## src/rtl/oled_frame_sequencer_pkg.sv

```systemverilog
// Shared constants and types for the OLED frame sequencer and its font ROM.
package oled_pkg;

  // SSD1306 panel geometry: 128 columns by 8 pages of 8 pixel rows.
  localparam int OLED_COLS   = 128;
  localparam int OLED_PAGES  = 8;
  localparam int FRAME_BYTES = OLED_COLS * OLED_PAGES;

  // Each digit cell is 8 columns wide.
  localparam int GLYPH_W = 8;

  // Any code above 9 renders as an empty cell.
  localparam logic [3:0] BLANK_CODE = 4'hF;

  typedef enum logic [2:0] {
    IDLE,
    SYNC,
    GAP,
    SEND,
    DONE
  } seq_state_t;

endpackage

```

## src/rtl/oled_frame_sequencer_if.sv

```systemverilog
// Byte/strobe handshake between the frame sequencer and the SSD1306 driver.
interface oled_frame_sequencer_if;

  logic       drv_ready;
  logic [7:0] drv_data;
  logic       drv_write_stb;
  logic       drv_sync_stb;

  // Sequencer side: issues bytes and strobes, watches ready.
  modport master (
    input  drv_ready,
    output drv_data,
    output drv_write_stb,
    output drv_sync_stb
  );

  // Driver side: accepts bytes and strobes, reports ready.
  modport slave (
    output drv_ready,
    input  drv_data,
    input  drv_write_stb,
    input  drv_sync_stb
  );

endinterface

```

## src/rtl/oled_frame_sequencer_font_rom.sv

```systemverilog
// 8x8 digit glyph ROM: column 0 and columns 6-7 are empty, columns 1-5 carry
// the classic 5x7 font. Codes above 9 return an empty column.
module font_rom_8x8 (
  input  logic [3:0] code,
  input  logic [2:0] gcol,
  output logic [7:0] glyph_byte
);

  // The five font columns of the selected digit, leftmost in the top byte.
  logic [39:0] font_cols;

  // Look up the 5x7 font columns for the digit code.
  always_comb begin
    // NOTE: every always_comb output gets a default first so no path leaves
    // it unassigned, which is what keeps the tools from inferring a latch.
    font_cols = 40'h0;
    case (code)
      4'd0:    font_cols = 40'h3E_51_49_45_3E;
      4'd1:    font_cols = 40'h00_42_7F_40_00;
      4'd2:    font_cols = 40'h42_61_51_49_46;
      4'd3:    font_cols = 40'h21_41_45_4B_31;
      4'd4:    font_cols = 40'h18_14_12_7F_10;
      4'd5:    font_cols = 40'h27_45_45_45_39;
      4'd6:    font_cols = 40'h3C_4A_49_49_30;
      4'd7:    font_cols = 40'h01_71_09_05_03;
      4'd8:    font_cols = 40'h36_49_49_49_36;
      4'd9:    font_cols = 40'h06_49_49_29_1E;
      default: font_cols = 40'h0;
    endcase
  end

  // Pick one column of the 8-wide cell; the margins stay dark.
  always_comb begin
    glyph_byte = 8'h00;
    case (gcol)
      3'd1:    glyph_byte = font_cols[39:32];
      3'd2:    glyph_byte = font_cols[31:24];
      3'd3:    glyph_byte = font_cols[23:16];
      3'd4:    glyph_byte = font_cols[15:8];
      3'd5:    glyph_byte = font_cols[7:0];
      default: glyph_byte = 8'h00;
    endcase
  end

endmodule

```

## src/rtl/oled_frame_sequencer.sv

```systemverilog
// Streams one full SSD1306 frame per request: a sync strobe followed by every
// display byte in page-major order. The snapshotted BCD digits are drawn as
// 8x8 glyphs on one text page; all other bytes are blank.
module oled_frame_sequencer
  import oled_pkg::*;
#(
  parameter int DIGITS_NUM = 6,
  parameter int TEXT_PAGE  = 3,
  parameter int TEXT_COL0  = 40,
  parameter int LZ_BLANK   = 1
) (
  input  logic                      clk_in,
  input  logic                      reset_in,
  input  logic                      frame_req,
  input  logic [4*DIGITS_NUM-1:0]   digits_in,
  oled_frame_sequencer_if.master    drv,
  output logic                      busy,
  output logic                      frame_done
);

  localparam int FIELD_W = GLYPH_W * DIGITS_NUM;

  seq_state_t              state;
  logic [2:0]              page;
  logic [6:0]              col;
  logic                    last_q;
  logic                    pending;
  logic [4*DIGITS_NUM-1:0] digit_q;
  logic [7:0]              data_q;

  // Digit-field decode for the current (page, col).
  logic [7:0]              col_ext;
  logic [7:0]              field_off;
  logic                    in_field;
  logic [4:0]              digit_slot;
  logic [2:0]              glyph_col;
  logic [DIGITS_NUM-1:0]   lz_mask;
  logic                    lz_all_zero;
  logic [3:0]              sel_digit;
  logic                    sel_lz;
  logic [3:0]              glyph_code;
  logic [7:0]              font_byte;
  logic [7:0]              byte_next;

  assign col_ext    = {1'b0, col};
  assign field_off  = col_ext - 8'(TEXT_COL0);
  assign in_field   = (page == 3'(TEXT_PAGE)) &&
                      (col_ext >= 8'(TEXT_COL0)) &&
                      (field_off < 8'(FIELD_W));
  assign digit_slot = field_off[7:3];
  assign glyph_col  = field_off[2:0];

  // lz_mask[i] is set when digit i and every more significant digit are zero.
  always_comb begin
    lz_all_zero = 1'b1;
    lz_mask     = '0;
    for (int i = DIGITS_NUM - 1; i >= 0; i--) begin
      lz_all_zero = lz_all_zero && (digit_q[4*i +: 4] == 4'd0);
      lz_mask[i]  = lz_all_zero;
    end
  end

  // Select the digit under the current column; slot 0 is the MS digit.
  always_comb begin
    sel_digit = 4'd0;
    sel_lz    = 1'b0;
    for (int i = 0; i < DIGITS_NUM; i++) begin
      if (i == DIGITS_NUM - 1 - int'(digit_slot)) begin
        sel_digit = digit_q[4*i +: 4];
        // The least significant digit is always shown, even when zero.
        sel_lz    = lz_mask[i] && (i != 0);
      end
    end
  end

  assign glyph_code = (!in_field || ((LZ_BLANK != 0) && sel_lz)) ? BLANK_CODE : sel_digit;

  font_rom_8x8 u_font (
    .code       (glyph_code),
    .gcol       (glyph_col),
    .glyph_byte (font_byte)
  );

  assign byte_next = in_field ? font_byte : 8'h00;

  // The driver qualifies a strobe with ready in the same cycle, so the strobes
  // are decoded from state and ready rather than registered a cycle late.
  assign drv.drv_sync_stb  = (state == SYNC) && drv.drv_ready;
  assign drv.drv_write_stb = (state == SEND) && drv.drv_ready;
  assign drv.drv_data      = data_q;

  // Frame sequencing FSM with page/column counters and registered status.
  always_ff @(posedge clk_in or posedge reset_in) begin
    if (reset_in) begin
      state      <= IDLE;
      page       <= 3'd0;
      col        <= 7'd0;
      last_q     <= 1'b0;
      pending    <= 1'b0;
      // NOTE: the digit snapshot is reset with the rest of the state so a
      // frame started right after reset can never show stale digits.
      digit_q    <= '0;
      data_q     <= 8'h00;
      busy       <= 1'b0;
      frame_done <= 1'b0;
    end else begin
      // NOTE: sequential state uses non-blocking assignments only, so every
      // register here sees the pre-edge values of the others.
      frame_done <= 1'b0;

      // A request while a frame is in flight is remembered once.
      if (frame_req && (state inside {SYNC, GAP, SEND})) begin
        pending <= 1'b1;
      end

      case (state)
        IDLE: begin
          if (frame_req) begin
            digit_q <= digits_in;
            page    <= 3'd0;
            col     <= 7'd0;
            last_q  <= 1'b0;
            busy    <= 1'b1;
            state   <= SYNC;
          end
        end

        SYNC: begin
          if (drv.drv_ready) begin
            state <= GAP;
          end
        end

        GAP: begin
          if (last_q) begin
            frame_done <= 1'b1;
            busy       <= 1'b0;
            state      <= DONE;
          end else begin
            // Present the next byte before SEND so it is valid with the strobe.
            data_q <= byte_next;
            state  <= SEND;
          end
        end

        SEND: begin
          if (drv.drv_ready) begin
            col <= col + 7'd1;
            if (col == 7'(OLED_COLS - 1)) begin
              page <= page + 3'd1;
              if (page == 3'(OLED_PAGES - 1)) begin
                last_q <= 1'b1;
              end
            end
            state <= GAP;
          end
        end

        DONE: begin
          // A remembered request (or one arriving right now) chains directly
          // into the next frame without an IDLE cycle.
          if (pending || frame_req) begin
            pending <= 1'b0;
            digit_q <= digits_in;
            page    <= 3'd0;
            col     <= 7'd0;
            last_q  <= 1'b0;
            busy    <= 1'b1;
            state   <= SYNC;
          end else begin
            state <= IDLE;
          end
        end

        default: state <= IDLE;
      endcase
    end
  end

endmodule

```

## src/flat_wrapper.sv

```systemverilog
// flat-port wrapper written by rule: the top's interface ports become plain ports
module oled_frame_sequencer_flat import oled_pkg::*;
#(
  parameter int DIGITS_NUM = 6,
  parameter int TEXT_PAGE  = 3,
  parameter int TEXT_COL0  = 40,
  parameter int LZ_BLANK   = 1
)
  (clk_in, reset_in, frame_req, digits_in, busy, frame_done, drv_drv_ready, drv_drv_data, drv_drv_write_stb, drv_drv_sync_stb);
  oled_frame_sequencer_if drv_i ();
  input  logic clk_in;
  input  logic reset_in;
  input  logic frame_req;
  input  logic [4*DIGITS_NUM-1:0] digits_in;
  output logic busy;
  output logic frame_done;
  input wire logic [$bits(drv_i.drv_ready)-1:0] drv_drv_ready;
  output wire logic [$bits(drv_i.drv_data)-1:0] drv_drv_data;
  output wire logic [$bits(drv_i.drv_write_stb)-1:0] drv_drv_write_stb;
  output wire logic [$bits(drv_i.drv_sync_stb)-1:0] drv_drv_sync_stb;
  assign drv_i.drv_ready = drv_drv_ready;
  assign drv_drv_data = drv_i.drv_data;
  assign drv_drv_write_stb = drv_i.drv_write_stb;
  assign drv_drv_sync_stb = drv_i.drv_sync_stb;
  oled_frame_sequencer #(.DIGITS_NUM(DIGITS_NUM), .TEXT_PAGE(TEXT_PAGE), .TEXT_COL0(TEXT_COL0), .LZ_BLANK(LZ_BLANK)) u_core (.clk_in(clk_in), .reset_in(reset_in), .frame_req(frame_req), .digits_in(digits_in), .drv(drv_i), .busy(busy), .frame_done(frame_done));
endmodule
```

## config.mk

```make
export PLATFORM = sky130hd
export DESIGN_NAME = oled_frame_sequencer_flat
export DESIGN_NICKNAME = d
export VERILOG_FILES = /design/src/rtl/oled_frame_sequencer_pkg.sv /design/src/rtl/oled_frame_sequencer_if.sv /design/src/rtl/oled_frame_sequencer_font_rom.sv /design/src/rtl/oled_frame_sequencer.sv /design/src/flat_wrapper.sv
export SDC_FILE = /design/constraint.sdc
export NUM_CORES = 1
export LEC_CHECK = 0
export BUFFER_PORTS_ARGS = -buffer_cell sky130_fd_sc_hd__buf_2
export CORE_AREA = 2 2 95 97
export CTS_BUF_LIST = sky130_fd_sc_hd__clkbuf_8
export DETAILED_ROUTE_END_ITERATION = 10
export DIE_AREA = 0 0 97 99
export GPL_TIMING_DRIVEN = 0
export MAX_ROUTING_LAYER = met4
export PLACE_DENSITY = 0.63
export SYNTH_ARGS = -nofsm -noshare
export SYNTH_HDL_FRONTEND = slang
export SYNTH_HIERARCHICAL = 1
export SYNTH_SLANG_ARGS = --single-unit
```

## constraint.sdc

```tcl
create_clock -name clk_in -period 9.2 [get_ports clk_in]
set_input_delay 0.92 -clock clk_in [delete_from_list [all_inputs] [get_ports clk_in]]
set_output_delay 0.92 -clock clk_in [all_outputs]
set_load 0.01 [all_outputs]
```

Word-level counts from Yosys, hierarchy flattened --
Memories as Yosys holds them, arrays and structs flattened. Cells that the tools add are included.
Storage, ports and cells: bits in registers 49, bits in read-only memories 560, bits of input ports 28, output and inout bits 12, word-level logic and storage cells 118, memories kept 1
Memories:
- (name not given) | depth 16, bits a word 35, read ports 1, clocked after Yosys merged registers in 0, wr ports 0, line oled_frame_sequencer_font_rom.sv:17 | case (code)
Cells by class: add/sub/neg operators 4, order comparisons 2, eq/ne operators 24, multiplexer cells 46, bitwise operators 1, reduce and logical (&&, ||, !) cells 31
Operators with widths (count):
- 3-bit by 32-bit == test with 1-bit output, first input constant | 2
- 4-bit by 32-bit == test with 1-bit output, first input constant | 2
- 24-bit two-way mux | 2
- 24-bit one-hot mux with 2 select lines | 1
- 8-bit one-hot mux with 5 select lines | 1
- 2-bit by 32-bit == test with 1-bit output, first input constant | 1
- 32-bit zero test | 1
- 4-bit two-way mux | 7
- 3-bit two-way mux | 7
- 7-bit two-way mux | 3
- 7-bit one-hot mux with 3 select lines | 1
- 4-bit zero test | 5
- 1-bit two-way mux | 19
- 3-bit by 2-bit == test with 1-bit output, second input constant | 5
- 3-bit == test, second input constant | 4
- 3-bit one-hot mux with 4 select lines | 1
- 1-bit logical AND | 9
- 3-bit one-hot mux with 3 select lines | 1
- 3-bit nonzero test | 3
- 8-bit by 6-bit less-than comparator with 1-bit output, second input constant | 1
- 8-bit two-way mux | 1
- 2-bit != test, second input constant | 4
- 4-bit AND reduction | 2
- 7-bit by 6-bit subtractor with 8-bit output, second input constant | 1
- other kinds (18) | 24

Logic depth before layout (Yosys ltp) --
An unclocked memory read counts as a cell.
depth in word-level cells 15, gate-level depth with buffers 17, mapped depth without buffers 15

By module --
Netlist, hierarchy kept.
Modules (own cells, without submodules):
- oled_frame_sequencer | times used 1, cells each 294, area each 2632.5 µm², seq. area each 1226.2 µm²
- font_rom_8x8 | times used 1, cells each 111, area each 725.7 µm², seq. area each 0.0 µm²

Least setup slack after synthesis --
No wires, ideal clock.
kind reg2reg, start point register u_core.col[3], end point register u_core.data_q[4], in the netlist u_core/drv.drv_data[4], library setup time 0.121 ns, arrival 3.396 ns, data required time 9.079 ns, slack 5.683 ns, stages on the path, launching flop included 15, path buffers 2, period minus slack after synthesis 3.517 ns, cells stage by stage dfrtp_1 inv_1 ha_1 xnor2_1 ha_1 clkbuf_1 o32a_1 o221ai_1 inv_1 ha_1 buf_2 maj3_2 o211ai_1 nand4_1 a22o_1
On the way: cells in the longest elaborated chain, start to end 13, elaborated cells between the ends (all ways) 29, classes of those cells add/sub (2); order compare (2); eq/ne (5); mux (14); reduce/logical (5); memory (1)
Ends and longest elaborated chain:
- start, declared | line oled_frame_sequencer.sv:25 | logic [6:0] col;
- start signal, assigned | line oled_frame_sequencer.sv:148 | col <= col + 7'd1;
- 7-bit by 6-bit subtractor with 8-bit output | line oled_frame_sequencer.sv:46 | assign field_off = col_ext - 8'(TEXT_COL0);
- 3-bit by 5-bit subtractor with 6-bit output | line oled_frame_sequencer.sv:68 | if (i == DIGITS_NUM - 1 - int'(digit_slot)) begin
- 32-bit zero test or 2-bit by 32-bit == test with 1-bit output (tied branches) | line oled_frame_sequencer.sv:68
- 4-bit two-way mux or 1-bit two-way mux (tied branches) (5 in a row) | line oled_frame_sequencer.sv:68
- 4-bit two-way mux or 1-bit logical OR (tied branches) | line oled_frame_sequencer.sv:68, oled_frame_sequencer.sv:76
- 4-bit two-way mux * | line oled_frame_sequencer.sv:76 | assign glyph_code = (!in_field || ((LZ_BLANK != 0) && sel_lz)) ? BLANK_CODE : sel_digit;
- named net u_core.glyph_code[0] | line oled_frame_sequencer.sv:41 | logic [3:0] glyph_code;
- memory read 16 x 35 bit *
- 8-bit one-hot mux with 5 select lines * | line oled_frame_sequencer_font_rom.sv:35 | case (gcol)
- named net u_core.font_byte[4] | line oled_frame_sequencer.sv:42 | logic [7:0] font_byte;
- 8-bit two-way mux * | line oled_frame_sequencer.sv:84 | assign byte_next = in_field ? font_byte : 8'h00;
- end signal, assigned | line oled_frame_sequencer.sv:141 | data_q <= byte_next;
- end, declared | line oled_frame_sequencer.sv:29 | logic [7:0] data_q;
Mark *: on every way through the listed nets, which the timed path passes. The rest lies on a longest branch. A chain may end at the register's enable or synchronous reset.

Worst setup path in the final report --
start point register u_core.col[4], end point register u_core.data_q[4], in the netlist u_core/drv.drv_data[4]
The elaborated chain is that of the path after synthesis.

==> out/metrics.yaml <==
outcome: "finished, final reports clean"
swShare_pct: 38.45
grt_pass1_vias: 2976
drc: 0
worst-path-max-fanout: 10
post-route-period-util_pct: 44.91
tns_ns: 0
viasPerCell: 5.376
gr-usage-all-layers_pct: 17.96
gp_congestion: 0.9783
syn_nets: 451
boundaryPins: 40
cts_buffer_depth: 2
p_seq_share_pct: 41.0
p_per_area_nw_per_um2: 162.0
row_count: 34
yosysSeqAreaShare_pct: 36.51
crit_path_start_kind: "flip-flop"
fin_util_pct: 44.38
synth_area_leaders: "dfrtp_1 37%, nand2_1 11%, ha_1 6.7%"
root_buffer: "clkbuf_8"
grt_pass1_wl_microns: 14060
cts_made_buffers: 5
end_kind: "flip-flop"
first_iter_violations: 165
finalSetupViolCount: 0
drive_above_1_share_pct: 17.44
drt-pass1-iter-count: 5
r2r_slack_ns: 5.07
comb_power_share_pct: 38.3
final_antenna_net_count: 0
portBuffers: 39
wl_per_cell_microns: 14.20
fin_crit_ns: 4.132
dp.cells: 553
multi_input_area_sq_um: 1929
synth_flop_cell: "dfrtp_1"
fillers: 883
path_clk_slew_ns: 0.10
ys.warnings.count: 6
yosysTopAreaCellShare_pct: 36.51
max-cap-violations: 0
ys_seq_elements: 49
clock_latency_ns: 0.31
post_cts_resized: 0
timing.reg2reg.worst_path_depth: 15
cp.arrival_ns: 4.33
fin_nets: 498
hpwl_microns: 6138
p_sw_uw: 236.3
cts_setup_buffers: 0
stdcell_count: 561
maxSlewHeadroom_pct: 43.84
pwr-share-clk_pct: 20.7
dp_slack_ns: 5.084
drv_slew: 0
fp.coreArea_sq_um: 8551
path_class: "reg -> reg"
clock-sinks: 49
whs_path_depth: 2
grt-ovfl-total: 0
synth.distinct_cells: 65
routed-via-count: 3016
setup_ws_ns: 5.068
synth.largest_area_cell: "dfrtp_1"
ir_drop_uv: 65.81
p_leak_nw: 1.810
synth-edff-count: 0
hp-class: "reg -> reg"
die_y_microns: 99
netlist_area_sq_um: 3358
whs_ns: 0.4999
fp.dieW_microns: 97
grt_antenna_before_repair: 0
crit_required_ns: 9.40
register_area_sq_um: 1226
grt_max_degree: 26
p_int_uw: 378.3
synth.most_common_cell: "nand2_1"
syn_area_per_cell_sq_um: 8.292
hold_violations: 0
hold_buffers: 0
die_area_sq_um: 9603
syn_inst: 405
skew_ns: 0.008186
yosys-top-cells-count: "94 x nand2_1, 49 x dfrtp_1, 24 x a21oi_1, 24 x nor2_1, 18 x ha_1"
syn2layout_area_growth_pct: 13.00
wl_microns: 7967
fmax_ghz: 0.2420
h-tree-depth: 2
start_util_pct: 39.27
antenna_cells: 0
cts_tree: "yes"
worstMarginPinSlew_ns: 0.8424
async_reset_ff_share_pct: 100.0
rsz0062_at_grt: "false"
==> critical path: stages (launching register included) <==
cell and delay [ns]:
dfrtp_1 0.51, inv_1 0.13, ha_1 0.25, xnor2_1 0.15, ha_1 0.26, nand2b_1 0.17
a21oi_1 0.24, o21ai_1 0.15, o221ai_1 0.69, inv_1 0.21, ha_1 0.27, buf_2 0.19
maj3_2 0.31, o211ai_1 0.16, nand4_1 0.12, a22o_1 0.21
==> worst paths after layout <==
| kind | from | to |
|---|---|---|
| max in group asynchronous | reset_in | u_core/drv.drv_data[7] |
| min in group asynchronous | reset_in | u_core/digit_q[13] |
| max reg2reg | u_core/col[4] | u_core/drv.drv_data[4] |
| min reg2reg | u_core/digit_q[0] | u_core/digit_q[0] |
| min | u_core/digit_q[0] | u_core/digit_q[0] |
| max | u_core/col[4] | u_core/drv.drv_data[4] |
==> through the flow <==
| step | instance area [sq um] | power (mW) |
|---|---|---|
| CTS | 3795 | 0.6181 |
| finish | 3795 | 0.6146 |
| global route | 3795 | 0.6623 |
| floorplan | 3358 | 0.4313 |
| detailed placement | 3709 | 0.4914 |
| global placement | 3689 | 0.4861 |
==> cells in the final DEF (no fill, tap or decap), types with 3 or more instances in the layout <==
cell type | synthesis | final
nor4_1 | 4 | 4
o22ai_1 | 3 | 3
buf_4 | 4 | 4
o21ai_1 | 9 | 9
clkbuf_1 | 9 | 9
nor3_1 | 3 | 3
mux2i_1 | 4 | 4
a211oi_1 | 3 | 3
nand3_1 | 6 | 6
dfrtp_1 | 49 | 49
buf_6 | 3 | 3
nor2b_1 | 5 | 5
o221ai_1 | 6 | 6
a311oi_1 | 3 | 3
and3_1 | 4 | 4
inv_1 | 15 | 14
buf_2 | 9 | 48
clkbuf_8 | 0 | 5
ha_1 | 18 | 18
a22o_1 | 10 | 10
a21oi_1 | 24 | 24
o211ai_1 | 6 | 6
nor2_1 | 24 | 24
nand2b_1 | 14 | 14
o21ai_0 | 16 | 16
nand2_1 | 94 | 94
nand3b_1 | 7 | 7
==> final cells by class <==
| cell class | count | area share, % |
|---|---|---|
| timing repair buffer | 40 | 5.671 |
| clock buffer | 5 | 1.813 |
| inverter | 16 | 1.583 |
| clock inverter | 3 | 0.4616 |
| sequential | 49 | 32.31 |
| tap | 108 | 3.561 |
| buffer | 25 | 3.759 |
| multi-input combinational | 315 | 50.84 |
==> cell families after synthesis <==
| kind of cell | count (synthesis) | synth area share (%) |
|---|---|---|
| AND/OR/NAND/NOR | 181 | 26.38 |
| other | 1 | 0.1117 |
| XOR/XNOR | 3 | 0.7826 |
| adder cells (fa/ha/maj) | 19 | 7.042 |
| AO/OA/AOI/OAI | 106 | 21.61 |
| flip-flops | 49 | 36.51 |
| multiplexers | 5 | 1.528 |
| buffers and inverters | 41 | 6.035 |
==> registers in the layout (all words and copies together), names as in the netlist <==
signal / cells
u_core/digit_q: 24
u_core/drv.drv_data: 8
u_core/col: 7
u_core/page: 3
u_core/state: 3
u_core/busy: 1
u_core/frame_done: 1
u_core/last_q: 1
u_core/pending: 1
==> power by group through the flow <==
stage | clock network, mW | registers, mW | logic, mW
2_1_floorplan | 0 | 0.249 | 0.182
3_3_place_gp | 0 | 0.256 | 0.230
3_5_place_dp | 0 | 0.256 | 0.235
4_1_cts | 0.131 | 0.252 | 0.235
5_1_grt | 0.139 | 0.255 | 0.268
6_report | 0.127 | 0.252 | 0.236
==> per-layer routing <==
metal,GRT usage (%),wire length (microns),up-vias,part of all wire [%]
li1,-,-,1521,-
met1,23.72,3780,1425,47
met2,28.37,3765,57,47
met3,2.270,247,13,3.1
met4,6.826,174,0,2.2
met5,-,0,-,0
Note: power is estimated with default switching activity, not from simulation.
